--- src/rtl/imem_load_arbiter.sv ---
// Arbitrates one instruction-memory port between pipeline fetch and a program loader.
// Optional stall statistics are enabled by defining IMEM_ARB_STATS_EN.
module imem_load_arbiter #(
  parameter int          ADDR_W    = 10,
  parameter logic [31:0] NOP_INSTR = 32'h00000013
) (
  input  logic              clk,
  input  logic              rst,
  input  logic              f_req,
  input  logic [ADDR_W-1:0] f_addr,
  output logic [31:0]       f_instr,
  output logic              f_valid,
  output logic              f_stall,
  input  logic              ld_start,
  input  logic [ADDR_W-1:0] ld_base,
  input  logic              ld_valid,
  input  logic [31:0]       ld_data,
  input  logic              ld_last,
  output logic              ld_ready,
  output logic              ld_busy,
  output logic              ld_overflow,
  output logic              pc_restart,
  output logic [ADDR_W-1:0] mem_addr,
  output logic [31:0]       mem_wdata,
  output logic              mem_we,
  input  logic [31:0]       mem_rdata,
  output logic [15:0]       stall_cnt
);

  typedef enum logic [1:0] {
    RUN     = 2'd0,
    LOAD    = 2'd1,
    RESTART = 2'd2
  } state_t;

  state_t            state;
  state_t            state_nxt;
  logic [ADDR_W-1:0] wr_cnt;
  logic [ADDR_W-1:0] wr_cnt_nxt;
  logic              ovf_nxt;
  logic [31:0]       instr_nxt;
  logic              valid_nxt;

  // Memory port ownership and next-state decode; reset masks every strobe.
  always_comb begin
    state_nxt  = state;
    wr_cnt_nxt = wr_cnt;
    ovf_nxt    = ld_overflow;
    instr_nxt  = f_instr;
    valid_nxt  = 1'b0;
    mem_addr   = f_addr;
    mem_wdata  = ld_data;
    mem_we     = 1'b0;
    ld_ready   = 1'b0;
    ld_busy    = 1'b0;
    f_stall    = 1'b0;
    pc_restart = 1'b0;

    case (state)
      RUN: begin
        if (f_req) begin
          instr_nxt = mem_rdata;
          valid_nxt = 1'b1;
        end
        if (ld_start) begin
          state_nxt  = LOAD;
          wr_cnt_nxt = ld_base;
          ovf_nxt    = 1'b0;
        end
      end

      LOAD: begin
        f_stall   = 1'b1;
        ld_busy   = 1'b1;
        ld_ready  = 1'b1;
        mem_addr  = wr_cnt;
        mem_we    = ld_valid;
        instr_nxt = NOP_INSTR;
        if (ld_valid) begin
          wr_cnt_nxt = wr_cnt + 1'b1;
          if (&wr_cnt) begin
            ovf_nxt = 1'b1;
          end
          if (ld_last) begin
            state_nxt = RESTART;
          end
        end
      end

      RESTART: begin
        f_stall    = 1'b1;
        pc_restart = 1'b1;
        mem_addr   = wr_cnt;
        instr_nxt  = NOP_INSTR;
        state_nxt  = RUN;
      end

      default: begin
        state_nxt = RUN;
      end
    endcase

    if (rst) begin
      mem_we     = 1'b0;
      ld_ready   = 1'b0;
      pc_restart = 1'b0;
      ld_busy    = 1'b0;
      f_stall    = 1'b0;
    end
  end

  always_ff @(posedge clk) begin
    if (rst) begin
      state       <= RUN;
      wr_cnt      <= '0;
      f_instr     <= NOP_INSTR;
      f_valid     <= 1'b0;
      ld_overflow <= 1'b0;
    end else begin
      state       <= state_nxt;
      wr_cnt      <= wr_cnt_nxt;
      f_instr     <= instr_nxt;
      f_valid     <= valid_nxt;
      ld_overflow <= ovf_nxt;
    end
  end

`ifdef IMEM_ARB_STATS_EN
  logic [15:0] stall_q;

  // Saturating count of cycles the pipeline spent blocked.
  always_ff @(posedge clk) begin
    if (rst) begin
      stall_q <= '0;
    end else if (f_stall && (stall_q != 16'hFFFF)) begin
      stall_q <= stall_q + 16'd1;
    end
  end

  assign stall_cnt = stall_q;
`else
  assign stall_cnt = '0;
`endif

endmodule
--- config.mk ---
export PLATFORM = sky130hd
export DESIGN_NAME = imem_load_arbiter
export DESIGN_NICKNAME = d
export VERILOG_FILES = /design/src/rtl/imem_load_arbiter.sv
export SDC_FILE = /design/constraint.sdc
export NUM_CORES = 1
export LEC_CHECK = 0
export BUFFER_PORTS_ARGS = -buffer_cell sky130_fd_sc_hd__buf_2
export CAP_MARGIN = 10
export CORE_UTILIZATION = 36
export CTS_CLUSTER_DIAMETER = 120
export DETAILED_ROUTE_END_ITERATION = 7
export PLACE_DENSITY = 0.76
export SYNTH_ARGS = -nofsm -noshare
export SYNTH_HDL_FRONTEND = slang
export SYNTH_SLANG_ARGS = --single-unit
--- constraint.sdc ---
create_clock -name clk -period 1.7 [get_ports clk]
set_input_delay 0.17 -clock clk [delete_from_list [all_inputs] [get_ports clk]]
set_output_delay 0.17 -clock clk [all_outputs]
set_load 0.02 [all_outputs]
; ---- Word level (Yosys, flattened, before mapping)
; Index checks and enable logic that the tools add are counted.
[op_classes]
addsub = 1
eq_ne = 7
n_mux = 23
bitwise_logic = 1
n_reduce_logical = 10
[op_table]
columns = operator, count
row1 = case mux 32 bit (2 select lines), 1
row2 = two-way mux 32 bit, 1
row3 = two-way mux 10 bit, 3
row4 = case mux 10 bit (2 select lines), 1
row5 = two-way mux 1 bit, 12
row6 = adder 10 x 1 -> 10 bit (second input constant), 1
row7 = inequality test 2 bit (second input constant), 5
row8 = AND reduction 10 bit, 1
row9 = two-way mux 2 bit, 3
row10 = AND reduction 3 bit, 2
row11 = case mux 2 bit (2 select lines), 1
row12 = AND reduction 4 bit, 1
row13 = nonzero test 2 bit, 2
row14 = OR reduction 2 bit, 2
row15 = == test 2 x 1 -> 1 bit (second input constant), 1
row16 = == test 2 bit (second input constant), 1
row17 = zero test 2 bit, 1
row18 = case mux 1 bit (2 select lines), 1
row19 = AND reduction 2 bit, 1
row20 = inverter 1 bit, 1
[totals]
reg_bits = 46
in_bits = 90
output_inout_bits = 97
wordCells = 47

; ---- Depth between registers and ports, before layout
; Gate-level depths: netlist (run 1).
[logic_depth]
depth_word = 4
ltp_mapped = 9
ltp_nobuf = 6

; ---- Worst setup path before layout (run 1)
; OpenSTA, ideal clock, no wires.
[synth_path]
path_kind = register to register
startpoint = register state[0]
endpoint = register wr_cnt[9]
arrival_time_ps = 1634
path_slack_ps = -9
stages_incl_launch_ff = 8
period_less_slack_ps = 1709
path_cell_list = dfxtp_1 -> inv_1 -> ha_1 -> buf_2 -> nor2b_1 -> or4_1 -> mux2_2 -> a31oi_2
[synth_via]
elab_chain_len = 3
word_cells_on_any_way = 7
cone_classes = 3 x eq/ne / 1 x mux / 3 x reduce/logical
[synth_lines]
columns = item, line
row1 = "start, declared", 36  ; state_t state;
row2 = "start signal, assigned", 120  ; state <= state_nxt;
row3 = == test 2 x 1 -> 1 bit / zero test 2 bit (equally long branches), 59  ; case (state)
row4 = inequality test 2 bit (no line) / nonzero test 2 bit (equally long branches), n/a
row5 = AND reduction 3 bit (no line), n/a
row6 = "end signal, assigned", 121  ; wr_cnt <= wr_cnt_nxt;
row7 = "end, declared", 38  ; logic [ADDR_W-1:0] wr_cnt;
; Several ways; a longest one is shown, not always the timed one.
; A chain may end at the register's enable or synchronous reset.

; ---- Final worst setup path (run 1)
; Same ends and word-level chain as after synthesis.

==> results of run 1 <==
## cells in the final DEF (no fill, tap or decap), types with 2 or more instances in the layout
cell type,instances
nor2_1,36
buf_6,13
o21ai_0,7
clkbuf_8,5
nor2_4,2
nor2b_1,3
a22oi_1,26
inv_1,3
nor3_1,3
conb_1,16
inv_2,3
nand2_1,10
a221oi_1,2
buf_4,20
ha_1,2
nand4_1,2
a21oi_1,9
a211oi_1,3
a21boi_0,2
a22oi_2,4
nand2b_1,5
o22ai_1,3
ha_4,2
mux2i_1,2
buf_8,2
buf_2,92
nor4_1,5
nand3_1,8
mux2_4,11
clkinv_2,2
o21a_1,2
dfxtp_1,44
dfxtp_2,2
## cells in the mapped netlist (all sizes together), types with 4 or more instances
library cell   n  share of area (%)
a21oi          9                1.8
a22oi         30                9.2
buf           58                 17
clkbuf         9                1.4
dfxtp         46                 38
ha             4                2.0
inv            6               0.92
mux2          11                5.1
nand2         10                1.5
nand2b         6                1.5
nand3          8                1.6
nor2          38                5.8
nor2b          4                1.0
nor4           6                1.5
o21ai          7                1.4
## area by class of cell
class,count,area share (%)
Clock inverter,2,0.311
Sequential cell,46,28.7
Tap cell,77,2.99
Inverter,6,0.700
Timing Repair Buffer,129,25.9
Clock buffer,5,2.14
Multi-Input combinational cell,183,39.3
## worst min-delay path, cell delays in order
cell,delay [ns]
buf_2,0.08
o22ai_1,0.07
nand2b_1,0.06
## worst max path at each step
| stage | start | cells after the start | to | slack (ns) |
|---|---|---|---|---|
| detailed placement | state[1] | 6 | f_instr[3] | -0.41 |
| floorplan | state[0] | 7 | wr_cnt[9] | 0.009 |
| global placement | state[1] | 5 | f_instr[5] | -0.25 |
| global route | state[0] | 6 | wr_cnt[9] | -0.12 |
| finish | state[0] | 6 | wr_cnt[9] | -0.08 |
| CTS | state[1] | 5 | mem_addr[5] | -0.05 |
## per-stage QoR
step / power, mW / setup TNS (ns) / setup slack (ns) / utilization, %
global route: 3.19 / -1.31 / -0.116 / 49.8
CTS: 2.95 / -0.482 / -0.0465 / 48.0
floorplan: 1.99 / 0 / 0.00881 / -
finish: 3.02 / -0.455 / -0.0823 / 49.8
detailed placement: 2.18 / -11.13 / -0.414 / 44.1
global placement: 2.16 / -7.00 / -0.251 / 44.1
## sequential cells by signal (all words and copies together) (netlist names)
name / flops
wr_cnt: 10
ld_overflow: 1
f_valid: 1
f_instr: 32
state: 2
## kinds of logic after synthesis
family	after synthesis	share of synthesized area, %
AO/OA/AOI/OAI	66	19.1
adder cells (fa/ha/maj)	4	2.05
buffers and inverters	73	19.0
flip-flops	46	37.6
multiplexers	14	6.29
other	1	0.153
AND/OR/NAND/NOR	82	15.8
## timing repair
action                                  in CTS  in global routing
gates resized for setup                     46                 19
setup buffers                                2                  0
pin swaps                                    2                  2
cloned                                       1                  2
endpoints found under the setup margin      47                 49
## routing by layer
layer	track usage, %	wire [microns]
met3	6.19	574
met4	6.47	104
met5	0	0
met2	29.4	3300
met1	21.5	2690
## power groups by stage
stage | clock [mW] | sequential (mW) | combinational [mW]
after floorplan | 0 | 1.33 | 0.654
after global placement | 0 | 1.27 | 0.884
after detailed placement | 0 | 1.28 | 0.905
after CTS | 0.659 | 1.26 | 1.04
after global routing | 0.705 | 1.28 | 1.20
final | 0.636 | 1.26 | 1.12
==> results.md, run 1 <==
- Seq pwr share: 41.7%
- N_diodes: 0
- Cells on worst reg2reg path: 6
- Hold Startpoint: mem_rdata[0]
- Leakage: roughly 1.5 nW
- CP Buf/Inv Count: 1
- Post-route DRC violation count: 15
- IO Port Bufs: ~110
- Startpoint types: flop
- Crit path DAT: between 2 and 2.5 ns
- Cts bufs inserted: 5
- Peak supply drop: 517 uV
- Failing checks: DRC, setup timing
- Initial drt markers: approximately 200
- Combinational power share: a little under two fifths
- Clock skew: between 0.008 and 0.009 ns
- CP max stage cell: or4_4
- Synth Flop Type: dfxtp_1
- Via count: ~2,300
- FF-to-FF setup slack: -0.08 ns
- Hold Buf Count CTS: 0
- Sequential area share after synthesis: between 30% and 40%
- Crit Path Max Fanout: 4
- Die Ht: roughly 84 microns
- DR vias/cell: between 5 and 6
- Largest net degree at the start of global routing: 34
- Multi-input gate area: ~1300 sq um
- Max-cap viol count: 0
- Status: finished with violations
- CP delay by family, top: simple AND/OR/NAND/NOR gates
- Die area: between 7000 and 8000 sq um
- Final hold vios: 0
- Hold Path Class: primary input to flop
- Hold Path End: f_instr[0]
- Core box area: ~6500 sq um
- Final period demand of the worst path: 1.78 ns
- PD cells: roughly 940 nW/um^2
- EDFF count, synth: 0
- CTS tree: yes
- Final setup vio count: 12
- Layout cells sized above 1: between 40% and 50%
- Final nets: about 470
- Post-synthesis cell area: roughly 2400 sq um
- Sw frac: roughly a third
- First-pass GRT wire length: 10.1 mm
- Hold_ws: 0.118 ns
- Clock Latency Late Sink: about 0.30 ns
- Final Worst Setup Slack: -0.0823 ns
- Placed cells: between 400 and 500
- Max Fclk: between 0.5 and 0.6 GHz
- # IOs: ~190
- Hpwl dp: 4.45 mm
- Worst path required time: ~1.9 ns
- Crit path cell chain: buf_4, ha_4, mux2i_2, or4_4, mux2_4, a31oi_4
- Post-synthesis register bit count: 46
- Synth unique cells: 38
- Setup crit end kind: flop
- Hold Path Depth: 3
- Sequential Area: just over 900 sq um
- Num rows: 29
- Mapped Cells: 286
- Synth warnings: 0
- Clock transition at the registers of the reported paths: 0.08 ns
- Die width: 84.5 microns
- RR Startpoint: state[0]
- Initial antenna violation count: 0
- DRT Wirelength: about 6.7 mm
- RR Endpoint: wr_cnt[9]
- Starting Density: a little under two fifths
- Cell area after layout: between 3000 and 4000 sq um
- Antenna viol nets, final: 0
- DRT Pass-1 Iters: 8
- Slew Viols, Final: 0
- NetSw: 1.04 mW
- Root Buffer: clkbuf_8
- DR WL/cell: approximately 15 microns
- Number of fill cells in the layout: around 600
- Final GP Congestion: between 0.8 and 0.9
- FFs w/ async S/R, synth: 0%
- Syn-to-layout area delta: 31.5%
- Worst Setup Path Type: flop to flop
- GRT overflow: 0
- Clock buffer depth: 2
- RSZ-0062 raised after global routing: yes
- DP Area: ~2800 sq um
- Largest stage delay, worst path: 0.52 ns
- H-tree depth: 2
- Syn_area_per_cell: 8.56 sq um
- Internal power: just under 2 mW
- Final cell count without fillers: about 450
- CTS sink cnt: 46
- Clock share of power: between 20% and 30%
- Part of the cycle the worst path needs: 105%
- Vias in the first global route: about 2,100
- Gr usage total: 17.8%
Power figures use the tool's default switching activity.
==> run 2: changes to the inputs <==
- PLACE_DENSITY: 0.76 -> 0.84
==> results.md, run 2 (synthesized netlist as in run 1, its figures left out) <==
- Status: finished with violations
- Failing checks: DRC, setup timing
- Peak supply drop: approximately 430 uV
- DR vias/cell: between 5 and 6
- DP Area: between 2000 and 3000 sq um
- Final nets: 464
- Largest net degree at the start of global routing: 30
- DR WL/cell: roughly 15 microns
- DRT Wirelength: approximately 6.6 mm
- First-pass GRT wire length: slightly above 10 mm
- H-tree depth: 2
- Cts bufs inserted: 5
- Clock transition at the registers of the reported paths: 0.09 ns
- Via count: approximately 2,300
- Grt met3 use: 4.23%
- Vias in the first global route: ~2,100
- Die Ht: around 84 microns
- Die area: 7130 sq um
- CTS sink cnt: 46
- Worst Setup Path Type: flop to primary output
- Core box area: 6460 sq um
- Initial drt markers: 109
- Setup TNS: -0.540 ns
- Root Buffer: clkbuf_8
- Hpwl dp: between 4 and 5 mm
- Leakage: 1.47 nW
- Final setup vio count: 11
- Max Fclk: between 0.5 and 0.6 GHz
- PD cells: 989 nW/um^2
- Most common cell after layout, fill and taps aside: buf_2
- Setup crit end kind: primary output
- IO Port Bufs: 106
- DRT Pass-1 Iters: 6
- Crit path DAT: between 1.5 and 2 ns
- Num rows: 29
- RSZ-0062 raised after global routing: yes
- M2 GR Usage: between 30% and 40%
- Part of the cycle the worst path needs: 104%
- Final hold vios: 0
- Max reg flops: 32
- Die width: between 80 and 90 microns
- Hold Path Class: primary input to flop
- Sequential Area: 923 sq um
- # IOs: ~190
- Starting Density: between 30% and 40%
- Worst path required time: between 1.5 and 2 ns
- Worst slack at placement: -0.0916 ns
- Cell area after layout: roughly 3200 sq um
- Final Worst Setup Slack: -0.0686 ns
- CTS tree: yes
- Slew Viols, Final: 0
- Placed cells: between 400 and 500
- Commonest non-fill, non-tap cells in the layout: buf_2 (94), dfxtp_1 (44), nor2_1 (35)
- Startpoint types: flop
- Max-cap viol count: 0
- Busiest grt layer: met2
- Hold Buf Count CTS: 0
- Most flop-heavy register: f_instr
- Gr usage total: between 10% and 20%
- GRT overflow: 0
- Layout cells sized above 1: roughly 44%
- Clock Latency Late Sink: between 0.2 and 0.3 ns
- Final period demand of the worst path: 1.77 ns
- Post-route DRC violation count: 15
- Clock buffer depth: 2
- Number of fill cells in the layout: 581
- Multi-input gate area: 1240 sq um
- Antenna viol nets, final: 0
- Final GP Congestion: between 0.9 and 1
- GRT met1 Usage: between 20% and 30%
- Syn-to-layout area delta: 30.7%
- N_diodes: 0
- Clock skew: between 0.01 and 0.015 ns
- Initial antenna violation count: 1
- Final cell count without fillers: roughly 450
- Crit Path Max Fanout: 6
- Regs by FF count: f_instr: 32 flops, wr_cnt: 10 flops, state: 2 flops
run 2: cell types whose count changed in the layout (fill, tap and decap cells not counted), sizes merged:
cell    previous run  this run
buf              128       129
bufinv             0         1
clkinv             2         0
nor2              39        38
run 2: path summary, 6_finish.rpt:
path,cells after the start,slack (ns),endpoint,startpoint
max,5,-0.07,mem_addr[4],state[1]
min,3,0.12,wr_cnt[6],ld_base[6]
max reg2reg,6,-0.05,wr_cnt[9],state[0]
min reg2reg,2,0.48,f_instr[1],f_instr[1]
run 2: timing repair:
action	4_1_cts	5_1_grt
setup buffers	3	1
endpoints found under the hold margin	0	0
resized for setup	43	14
setup endpoints to repair	18	39
pin swaps	1	0
run 2: worst max-delay path, stage by stage, from the launching register on:
cell,delay (ns)
dfxtp_2,0.37
inv_4,0.06
ha_4,0.29
buf_8,0.14
mux2_4,0.31
buf_6,0.13
run 2: final cells by class:
cell class | count | share of cell area (%)
inverters | 6 | 0.782
flip-flops and latches | 46 | 28.9
repair buffers | 129 | 25.2
clock inverters | 1 | 0.939
multi-input cells | 182 | 38.6
well taps | 77 | 3.01
clock buffers | 6 | 2.58
run 2: power breakdown:
group / internal [mW] / switching [mW] / total [mW]
registers: 1.18 / 0.0801 / 1.26
clock network: 0.471 / 0.359 / 0.830
logic: 0.499 / 0.578 / 1.08
total: 2.15 / 1.02 / 3.17
run 2: per-stage QoR:
stage	hold slack [ns]	utilization [%]	power [mW]
final	0.119	49.5	3.17
after global routing	0.117	49.5	3.32
after detailed placement	0.340	44.1	2.18
after CTS	0.110	48.5	3.14
after global placement	0.340	44.1	2.15
after floorplan	0.311	-	1.99
run 2: per-layer routing:
| metal | share of wire (%) | up-vias |
|---|---|---|
| met4 | 2.0 | 0 |
| met1 | 41 | 1086 |
| met2 | 49 | 118 |
| li1 | - | 1107 |
| met5 | 0 | - |
| met3 | 8.1 | 16 |
